### config.mk
export PLATFORM = sky130hd
export DESIGN_NAME = flash_read_arbiter
export DESIGN_NICKNAME = d
export VERILOG_FILES = /design/src/rtl/flash_read_arbiter.sv
export SDC_FILE = /design/constraint.sdc
export NUM_CORES = 1
export LEC_CHECK = 0
export CORE_UTILIZATION = 40
export CTS_BUF_LIST = sky130_fd_sc_hd__clkbuf_4
export CTS_CLUSTER_SIZE = 8
export DETAILED_ROUTE_END_ITERATION = 10
export GPL_ROUTABILITY_DRIVEN = 1
export PLACE_DENSITY = 0.65
export SYNTH_ARGS = -nofsm -noshare
export SYNTH_HDL_FRONTEND = slang
export SYNTH_SLANG_ARGS = --single-unit
### constraint.sdc
create_clock -name clock -period 3.55 [get_ports clock]
set_input_delay 0.5325 -clock clock [delete_from_list [all_inputs] [get_ports clock]]
set_output_delay 0.5325 -clock clock [all_outputs]
set_load 0.005 [all_outputs]
### src/rtl/flash_read_arbiter.sv
// Two-port arbiter that serialises 32-bit reads (command 03h) onto an SPI mode-0 flash.
// Defining FLASH_WAKE_EN adds a release-power-down (ABh) and a WAKE_CYCLES wait after reset.
module flash_read_arbiter #(
`ifdef FLASH_WAKE_EN
  parameter int WAKE_CYCLES    = 36,
`endif
  parameter int CS_IDLE_CYCLES = 2
) (
  input  logic        clock,
  input  logic        reset_n,
  input  logic        req0,
  input  logic        req1,
  input  logic [23:0] addr0,
  input  logic [23:0] addr1,
  output logic        ack0,
  output logic        ack1,
  output logic [31:0] rdata0,
  output logic [31:0] rdata1,
  output logic        busy,
  output logic        flashClk,
  output logic        flashMosi,
  output logic        flashCs,
  input  logic        flashMiso
);

  localparam logic [2:0] S_IDLE  = 3'd2;
  localparam logic [2:0] S_SHIFT = 3'd3;
  localparam logic [2:0] S_DONE  = 3'd4;
  localparam logic [2:0] S_GAP   = 3'd5;
  localparam logic [15:0] GAP_LAST   = (CS_IDLE_CYCLES > 1) ? 16'(CS_IDLE_CYCLES - 1) : 16'd0;
  localparam logic [15:0] SHIFT_LAST = 16'd128;
`ifdef FLASH_WAKE_EN
  localparam logic [2:0]  S_WAKE      = 3'd0;
  localparam logic [2:0]  S_WAKE_WAIT = 3'd1;
  localparam logic [15:0] WAKE_SHIFT_LAST = 16'd16;
  localparam logic [15:0] WAKE_LAST  = (WAKE_CYCLES > 1) ? 16'(WAKE_CYCLES - 1) : 16'd0;
  localparam logic [2:0]  RESET_STATE = S_WAKE;
  localparam logic [31:0] RESET_TX    = 32'hAB00_0000;
`else
  localparam logic [2:0]  RESET_STATE = S_IDLE;
  localparam logic [31:0] RESET_TX    = 32'h0000_0000;
`endif

  logic [2:0]  state_q, state_d;
  logic [15:0] cnt_q, cnt_d;
  logic [31:0] txSr_q, txSr_d;
  logic [31:0] rxSr_q, rxSr_d;
  logic        port_q, port_d;
  logic        lastGrant_q, lastGrant_d;
  logic [31:0] rdata0_q, rdata0_d;
  logic [31:0] rdata1_q, rdata1_d;
  logic        ack0_q, ack1_q;
  logic        flashCs_q, flashClk_q, flashMosi_q;
  logic        sclkHigh;
  logic        grant;
  logic        active_d;

  function automatic logic [31:0] byteSwap(input logic [31:0] w);
    return {w[7:0], w[15:8], w[23:16], w[31:24]};
  endfunction

  // Shift counter 0 is a CS-setup cycle; flashClk is high on every even nonzero count.
  assign sclkHigh = (cnt_q != 16'd0) && !cnt_q[0];

  always_comb begin
    state_d     = state_q;
    cnt_d       = cnt_q;
    txSr_d      = txSr_q;
    rxSr_d      = rxSr_q;
    port_d      = port_q;
    lastGrant_d = lastGrant_q;
    rdata0_d    = rdata0_q;
    rdata1_d    = rdata1_q;
    grant       = 1'b0;
    case (state_q)
`ifdef FLASH_WAKE_EN
      S_WAKE: begin
        cnt_d = cnt_q + 16'd1;
        if (sclkHigh) txSr_d = {txSr_q[30:0], 1'b0};
        if (cnt_q == WAKE_SHIFT_LAST) begin
          state_d = S_WAKE_WAIT;
          cnt_d   = 16'd0;
        end
      end
      S_WAKE_WAIT: begin
        cnt_d = cnt_q + 16'd1;
        if (cnt_q == WAKE_LAST) begin
          state_d = S_IDLE;
          cnt_d   = 16'd0;
        end
      end
`endif
      S_IDLE: begin
        if (req0 || req1) begin
          grant       = (req0 && req1) ? ~lastGrant_q : req1;
          port_d      = grant;
          lastGrant_d = grant;
          txSr_d      = {8'h03, grant ? addr1 : addr0};
          cnt_d       = 16'd0;
          state_d     = S_SHIFT;
        end
      end
      S_SHIFT: begin
        cnt_d = cnt_q + 16'd1;
        if (sclkHigh) begin
          txSr_d = {txSr_q[30:0], 1'b0};
          rxSr_d = {rxSr_q[30:0], flashMiso};
        end
        if (cnt_q == SHIFT_LAST) begin
          state_d = S_DONE;
          cnt_d   = 16'd0;
          if (port_q) rdata1_d = byteSwap(rxSr_d);
          else        rdata0_d = byteSwap(rxSr_d);
        end
      end
      S_DONE: begin
        state_d = S_GAP;
        cnt_d   = 16'd0;
      end
      S_GAP: begin
        cnt_d = cnt_q + 16'd1;
        if (cnt_q == GAP_LAST) begin
          state_d = S_IDLE;
          cnt_d   = 16'd0;
        end
      end
      default: begin
        state_d = S_IDLE;
        cnt_d   = 16'd0;
      end
    endcase
  end

`ifdef FLASH_WAKE_EN
  assign active_d = (state_d == S_SHIFT) || (state_d == S_WAKE);
`else
  assign active_d = (state_d == S_SHIFT);
`endif

  // Pins are registered from next-state values so they change glitch-free with the state.
  always_ff @(posedge clock or negedge reset_n) begin
    if (!reset_n) begin
      state_q     <= RESET_STATE;
      cnt_q       <= 16'd0;
      txSr_q      <= RESET_TX;
      rxSr_q      <= 32'd0;
      port_q      <= 1'b1;
      lastGrant_q <= 1'b1;
      rdata0_q    <= 32'd0;
      rdata1_q    <= 32'd0;
      ack0_q      <= 1'b0;
      ack1_q      <= 1'b0;
      flashCs_q   <= 1'b1;
      flashClk_q  <= 1'b0;
      flashMosi_q <= 1'b0;
    end else begin
      state_q     <= state_d;
      cnt_q       <= cnt_d;
      txSr_q      <= txSr_d;
      rxSr_q      <= rxSr_d;
      port_q      <= port_d;
      lastGrant_q <= lastGrant_d;
      rdata0_q    <= rdata0_d;
      rdata1_q    <= rdata1_d;
      ack0_q      <= (state_d == S_DONE) && !port_d;
      ack1_q      <= (state_d == S_DONE) && port_d;
      flashCs_q   <= !active_d;
      flashClk_q  <= active_d && (cnt_d != 16'd0) && !cnt_d[0];
      flashMosi_q <= active_d && txSr_d[31];
    end
  end

  assign ack0      = ack0_q;
  assign ack1      = ack1_q;
  assign rdata0    = rdata0_q;
  assign rdata1    = rdata1_q;
  assign flashCs   = flashCs_q;
  assign flashClk  = flashClk_q;
  assign flashMosi = flashMosi_q;
  assign busy      = !reset_n || (state_q != S_IDLE);

endmodule

---- After elaboration in Yosys (flattened, before gate mapping) ----
Cells that the tools add are included.
storage, ports and cells
  bits in registers ....................... 154
  bits in latches ......................... 0
  bits in writable memories ............... 0
  ROM bits ................................ 0
  input bits .............................. 53
  output and inout port bits .............. 70
  word-level logic and storage cells ...... 65
  memories ................................ 0
operators by class
  $add $sub $neg .......................... 1
  $mul .................................... 0
  div/mod/pow operators ................... 0
  $lt $le $gt $ge ......................... 0
  equality and inequality tests ........... 11
  shifts and indexed selects .............. 0
  mux-type cells .......................... 16
  bitwise operators ....................... 2
  reduce and logical (&&, ||, !) cells .... 21
operators by type and width
  kind                   count
  $mux 32                3
  $pmux 32 s2            1
  $mux 16                3
  $pmux 16 s3            1
  $reduce_bool 16->1     2
  $mux 24                1
  $add 16x1->16 const B  1
  $eq 16x1->1 const B    1
  $eq 16x8->1 const B    1
  $pmux 3 s4             1
  $eq 3x2->1 const B     3
  $eq 3x3->1 const B     3
  $mux 3                 3
  $reduce_and 3->1       3
  $logic_and 1x1->1      7
  $logic_not 1->1        5
  $ne 2x2->1 const B     2
  $mux 1                 3
  $ne 3x2->1 const B     1
  $logic_or 1x1->1       2
  $not 1->1              2
  $reduce_and 2->1       1
  $reduce_bool 2->1      1

---- Logic depth before layout (Yosys ltp) ----
Gate-level depths: netlist of the first run.
  depth after elaboration ................. 6
  depth in mapped cells ................... 11

---- Worst setup path before layout of the first run ----
No wires, ideal clock.
  path type ............................... reg-to-reg
  start ................................... register state_q[1]
  end ..................................... register rdata0_q[10], in the netlist rdata0[10]
  arrival time ............................ 2064 ps
  required time ........................... 3417 ps
  slack ................................... 1353 ps
  stages on the path, launching flop included .. 9
  buffers on the path ..................... 2
  period minus slack after synthesis ...... 2197 ps
  cells stage by stage .................... dfstp_2 -> nor3b_4 -> o21ai_2 -> a22o_1 -> or4_1 -> buf_2 -> buf_2 -> nand2_1 -> o21ai_0
on the way
  word-level cells in the longest chain between the ends .. 2
RTL lines
  item                        line  source
  start: declaration          44    logic [2:0] state_q, state_d;
  start signal: assignment    157   state_q <= state_d;
  $eq 3x2->1                  75    case (state_q)
  $reduce_and 3->1 (no line)  --
  end signal: assignment      163   rdata0_q <= rdata0_d;
  end: declaration            50    logic [31:0] rdata0_q, rdata0_d;
No other way between the ends.
A chain may end at the register's enable or synchronous reset.

---- Worst setup path after layout of the first run ----
  start ................................... register cnt_q[11]
  end ..................................... register rdata1_q[27], in the netlist rdata1[27]
on the way
  word-level cells in the longest chain between the ends .. 3
RTL lines
  item                      line  source
  start: declaration        45    logic [15:0] cnt_q, cnt_d;
  start signal: assignment  158   cnt_q <= cnt_d;
  $reduce_bool 16->1        63    assign sclkHigh = (cnt_q != 16'd0) && !cnt_q[0];
  $logic_and 1x1->1         63
  $mux 32                   105   if (sclkHigh) begin
  end signal: assignment    164   rdata1_q <= rdata1_d;
  end: declaration          51    logic [31:0] rdata1_q, rdata1_d;
Several ways; a longest one is shown, not always the timed one.

==> impl_metrics.toml, run 1 <==
[grt]
grt_pass1_vias = 4903
grt_max_degree = 155
grt_first_pass_wirelength_mm = 24.0
grtUsageTotal = 0.171
overflow = 0
grt_antenna_before_repair = 0

[cells_and_area]
final_layout_size_suffix_gt1_frac = 0.114
nets = 808
multi_input_area_um2 = 2770
syn2layout_area_growth_pct = 23.6
finalNonFillerCells = 985
regArea_um2 = 3860
n_antenna_cell = 0
fillers = 1489

[clock_network]
numCtsBuffers = 17
clkTransAtPathRegs_ns = 0.12
cts_hold_buf = 0
clk_latency_ns = 0.56
root_buffer = "clkbuf_4"
cts_resized = 0
clk_path_buf_depth = 2
cts_tree = "done"
clkSinkCount = 154
htreeDepth = 4
postCtsSetupRepairBufs = 0

[power_and_ir_drop]
total_power_w = 0.00487
power_density_nw_per_um2 = 573
peakVddDrop_v = 0.000282
power_leakage_nw = 3.85

[routing]
drtIter0Drc = 332
dr_wl_met2_mm = 6.74
via_per_inst = 5.17
dr.pass1.iters = 6
totalWireLength_mm = 14.5
ant_nets = 0
dr_wl_met3_um = 581
maxUsedRoutingLayer = "met4"
wl_met1_mm = 6.98
wl_per_cell_um = 14.7
vias = 5091
drc = 0

[flow_run]
maxCapViolCount = 0

[sta]
hold_slack_ns = 0.159
finalSetupViolCount = 0
fmax_mhz = 347
min_period_ns = 2.88
max_slew_margin = 0.198
hold_viol_final = 0
tightest_slew_ns = 1.20
timing.final.crit_share = 0.812
setup_tns_ns = 0
skew_ns = 0.0164
finalMaxSlewViolations = 0
rsz0062_at_grt = "no"

[die]
fp-row-count = 47
start_util = 0.412
die_h_um = 133
dieArea_um2 = 17700
ios = 123
die_w_um = 133
coreArea_um2 = 16700

[synthesis]
ys_seq_elements = 154
ys_types = 56
synth.top_cell.area_share = 0.546
syn_nets = 706
yosysSeqAreaShare = 0.561
syn_area_um2 = 6880
synth_flop_cell = "dfrtp_1"
yosysTopAreaCell = "dfrtp_1"
ys_warn_count = 0
synth_most_common_cell = "dfrtp_1"
ys_async_sr_fraction = 1.00
synth_area_leaders = "dfrtp_1, nand2_1, mux2_2"
synth_enable_flop_cells = 0
netlist_top_cells_count = "dfrtp_1, nand2_1, a21oi_1, nor2_1, o21ai_0"
synth_cells = 650
avgSynthCellArea_um2 = 10.6

[worst_setup_path]
end_kind = "register"
crit_fanout = 65
cpPeakStageDelay_ns = 0.97
r2r_slack_ns = 0.67
cp_slowest_cell = "and2_2"
worstSetupPathType = "reg -> reg"
cp-start-kind = "register"
path_cells = "nor4_1, nand2_1, nor3_1, and2_2, nor2_1, a21oi_1"
arrival_ns = 3.35
cp.required_ns = 4.02

[place]
hpwl_mm = 9.55
portBuffers = 122
place.gp.congestion = 0.813
placed_cells = 953

[min_path]
hp-class = "in -> async"

[run_status]
run_status = "completed"
## worst max-delay path: cells and delay by family (launching register included)
kind               cells  cell delay (ns)
and+or+nand+nor        5             2.11
AOI/OAI and AO/OA      1             0.18
DFF                    1             0.45
## path summary, 6_finish.rpt
kind	start	endpoint	cells past startpoint
max in group asynchronous	reset_n	flashMosi$_DFF_PN0_	2
hold reg to reg	rdata0[11]$_DFFE_PN0P_	rdata0[11]$_DFFE_PN0P_	2
hold / removal	reset_n	rdata0[28]$_DFFE_PN0P_	2
min in group clock	rdata0[11]$_DFFE_PN0P_	rdata0[11]$_DFFE_PN0P_	2
setup reg to reg	cnt_q[11]$_DFF_PN0_	rdata1[27]$_DFFE_PN0P_	6
setup / recovery	cnt_q[11]$_DFF_PN0_	rdata1[27]$_DFFE_PN0P_	6
## sequential cells by signal, indices dropped and copies added, names as in the netlist
signal       flops
flashClk         1
cnt_q           16
rdata1          32
state_q          3
flashCs          1
rdata0          32
txSr_q          32
flashMosi        1
rxSr_q          32
ack0             1
lastGrant_q      1
ack1             1
port_q           1
## final cells by class
type	count	area share
well taps	220	0.0324
multi-input cells	443	0.325
flip-flops and latches	154	0.454
clock inverters	15	0.0184
repair buffers	130	0.152
inverters	6	0.00265
clock buffers	17	0.0150
## routing by layer
metal / up-vias / GRT usage
li1: 2493 / -
met5: - / 0
met3: 17 / 0.0381
met4: 0 / 0.0644
met2: 131 / 0.268
met1: 2450 / 0.232
## per-stage QoR
stage          cell area [um2]  setup WS (ns)  utilization
2_1_floorplan             6880           1.35            -
3_5_place_dp              8220          0.720        0.492
3_3_place_gp              8220          0.792        0.492
4_1_cts                   8500          0.662        0.509
6_report                  8500          0.668        0.509
5_1_grt                   8500          0.368        0.509
## where the power goes
group	switching, W	internal, W
sequential	0.000275	0.00210
combinational	0.000716	0.000701
clock	0.000607	0.000475
## placed cells by master (no fill, tap or decap), types with 4 or more instances in the layout
master,n
a21o_1,4
a21oi_1,58
a221o_1,23
and2_1,4
and3_1,6
buf_4,7
clkbuf_4,17
clkdlybuf4s50_1,121
clkinv_1,4
clkinv_2,4
dfrtp_1,150
dfstp_2,4
inv_1,6
mux2_2,32
mux2i_1,35
nand2_1,110
nand2b_1,5
nand3_1,11
nand4_1,5
nor2_1,42
nor3b_1,4
o21ai_0,36
o21ai_1,18
## logic make-up after synthesis
| family | Yosys count | share of synthesized area |
|---|---|---|
| and+or+nand+nor | 208 | 0.140 |
| muxes | 67 | 0.103 |
| buffers and inverters | 53 | 0.0388 |
| adders and majority gates | 3 | 0.00546 |
| xor gates and xnor gates | 5 | 0.00637 |
| AOI/OAI and AO/OA | 160 | 0.145 |
| DFF | 154 | 0.561 |
No activity file was read; power rests on OpenSTA's default activity.
==> run 2, diff against run 1 <==
- clock period: 3.55 -> 3 ns (I/O delays scaled with it)
==> impl_metrics.toml, run 2 (synthesis gave the netlist of run 1 again) <==
[cells_and_area]
final_layout_size_suffix_gt1_frac = 0.122
n_antenna_cell = 0
fillers = 1494
stdcell_area_um2 = 8560
final_cell_mix = "dfrtp_1, clkdlybuf4s50_1, nand2_1"
final_common_cell = "dfrtp_1"
nets = 813
syn2layout_area_growth_pct = 24.5

[routing]
dr.pass1.iters = 5
vias = 5163
drc = 0
drtIter0Drc = 297
ant_nets = 0
wl_per_cell_um = 14.9
totalWireLength_mm = 14.7
via_per_inst = 5.22

[place]
dp_slack_ns = 0.242
hpwl_mm = 9.64
postPlaceCellArea_um2 = 8280
place.gp.congestion = 0.806
portBuffers = 122

[grt]
grt_max_degree = 155
overflow = 0
grt_first_pass_wirelength_mm = 24.9
grt_antenna_before_repair = 0
grtUsageTotal = 0.175
grt_pass1_vias = 5003

[power_and_ir_drop]
power_density_nw_per_um2 = 670
peakVddDrop_v = 0.000356
power_leakage_nw = 3.87

[die]
start_util = 0.412
fp-row-count = 47
ios = 123
die_h_um = 133
coreArea_um2 = 16700
die_w_um = 133
dieArea_um2 = 17700

[worst_setup_path]
cpPeakStageDelay_ns = 0.58
crit_fanout = 34
cp_slowest_cell = "and2_2"
path_cells = "inv_1, ha_1, nand2_1, nor2_1, a21oi_4, and2_2, buf_4, mux2_2"
arrival_ns = 3.08
worstSetupPathType = "reg -> reg"
cp-start-kind = "register"
end_kind = "register"
cp.required_ns = 3.43

[sta]
skew_ns = 0.0181
timing.final.crit_share = 0.882
finalMaxSlewViolations = 0
min_period_ns = 2.65
finalSetupViolCount = 0
setup_tns_ns = 0
rsz0062_at_grt = "no"
timing.final.ws_setup_ns = 0.353
fmax_mhz = 378
tightest_slew_ns = 0.811
max_slew_margin = 0.459
hold_viol_final = 0

[clock_network]
clkTransAtPathRegs_ns = 0.12
clk_latency_ns = 0.55
cts_tree = "done"
htreeDepth = 4
clk_path_buf_depth = 2
clkSinkCount = 154
cts_resized = 0
postCtsSetupRepairBufs = 0
numCtsBuffers = 17
root_buffer = "clkbuf_4"
cts_hold_buf = 0

[flow_run]
maxCapViolCount = 0

[run_status]
run_status = "completed"

[min_path]
hp-class = "in -> async"
## run 2: worst paths after layout
check	from	endpoint	slack, ns	cells past startpoint
max	cnt_q[0]$_DFF_PN0_	rxSr_q[5]$_DFFE_PN0N_	0.35	8
min	reset_n	flashClk$_DFF_PN0_	0.03	2
max reg2reg	cnt_q[0]$_DFF_PN0_	rxSr_q[5]$_DFFE_PN0N_	0.35	8
min reg2reg	txSr_q[26]$_DFFE_PN0P_	txSr_q[27]$_DFFE_PN0P_	0.50	2
max in group asynchronous	reset_n	txSr_q[14]$_DFFE_PN0P_	2.35	2
min in group clock	txSr_q[26]$_DFFE_PN0P_	txSr_q[27]$_DFFE_PN0P_	0.50	2
## run 2: stage by stage
step | util | hold slack, ns | total power (W) | std cells
finish | 0.512 | 0.0276 | 0.00573 | 990
global route | 0.512 | 0.0740 | 0.00612 | 990
CTS | 0.512 | 0.0546 | 0.00581 | 990
detailed placement | 0.496 | 0.471 | 0.00456 | 958
global placement | 0.496 | 0.462 | 0.00449 | 958
floorplan | - | 0.154 | 0.00408 | 650
## run 2: worst max-delay path: cells and delay by family, from the launching register on
family	cells	cell delay [ns]
AND/OR/NAND/NOR	3	0.75
flip-flops	1	0.56
buffers and inverters	2	0.49
multiplexers	1	0.38
adder cells (fa/ha/maj)	1	0.22
AO/OA/AOI/OAI	1	0.12
## run 2: final cells by class
type / count / area, um2 / area share
repair buffers: 135 / 1360 / 0.159
inverters: 6 / 22.5 / 0.00263
flip-flops and latches: 154 / 3860 / 0.451
clock inverters: 10 / 106 / 0.0124
multi-input cells: 443 / 2770 / 0.324
well taps: 220 / 275 / 0.0322
clock buffers: 22 / 165 / 0.0193
## run 2: report_power, final
| part | internal [W] | switching, W |
|---|---|---|
| logic | 0.000854 | 0.000836 |
| clock network | 0.000530 | 0.000700 |
| registers | 0.00248 | 0.000332 |
## run 2: layer usage
layer	up-vias	wire length, um	global-route usage
met5	-	0	0
met4	0	214	0.0638
met3	21	600	0.0365
met2	142	6770	0.272
met1	2498	7110	0.243
li1	2502	-	-
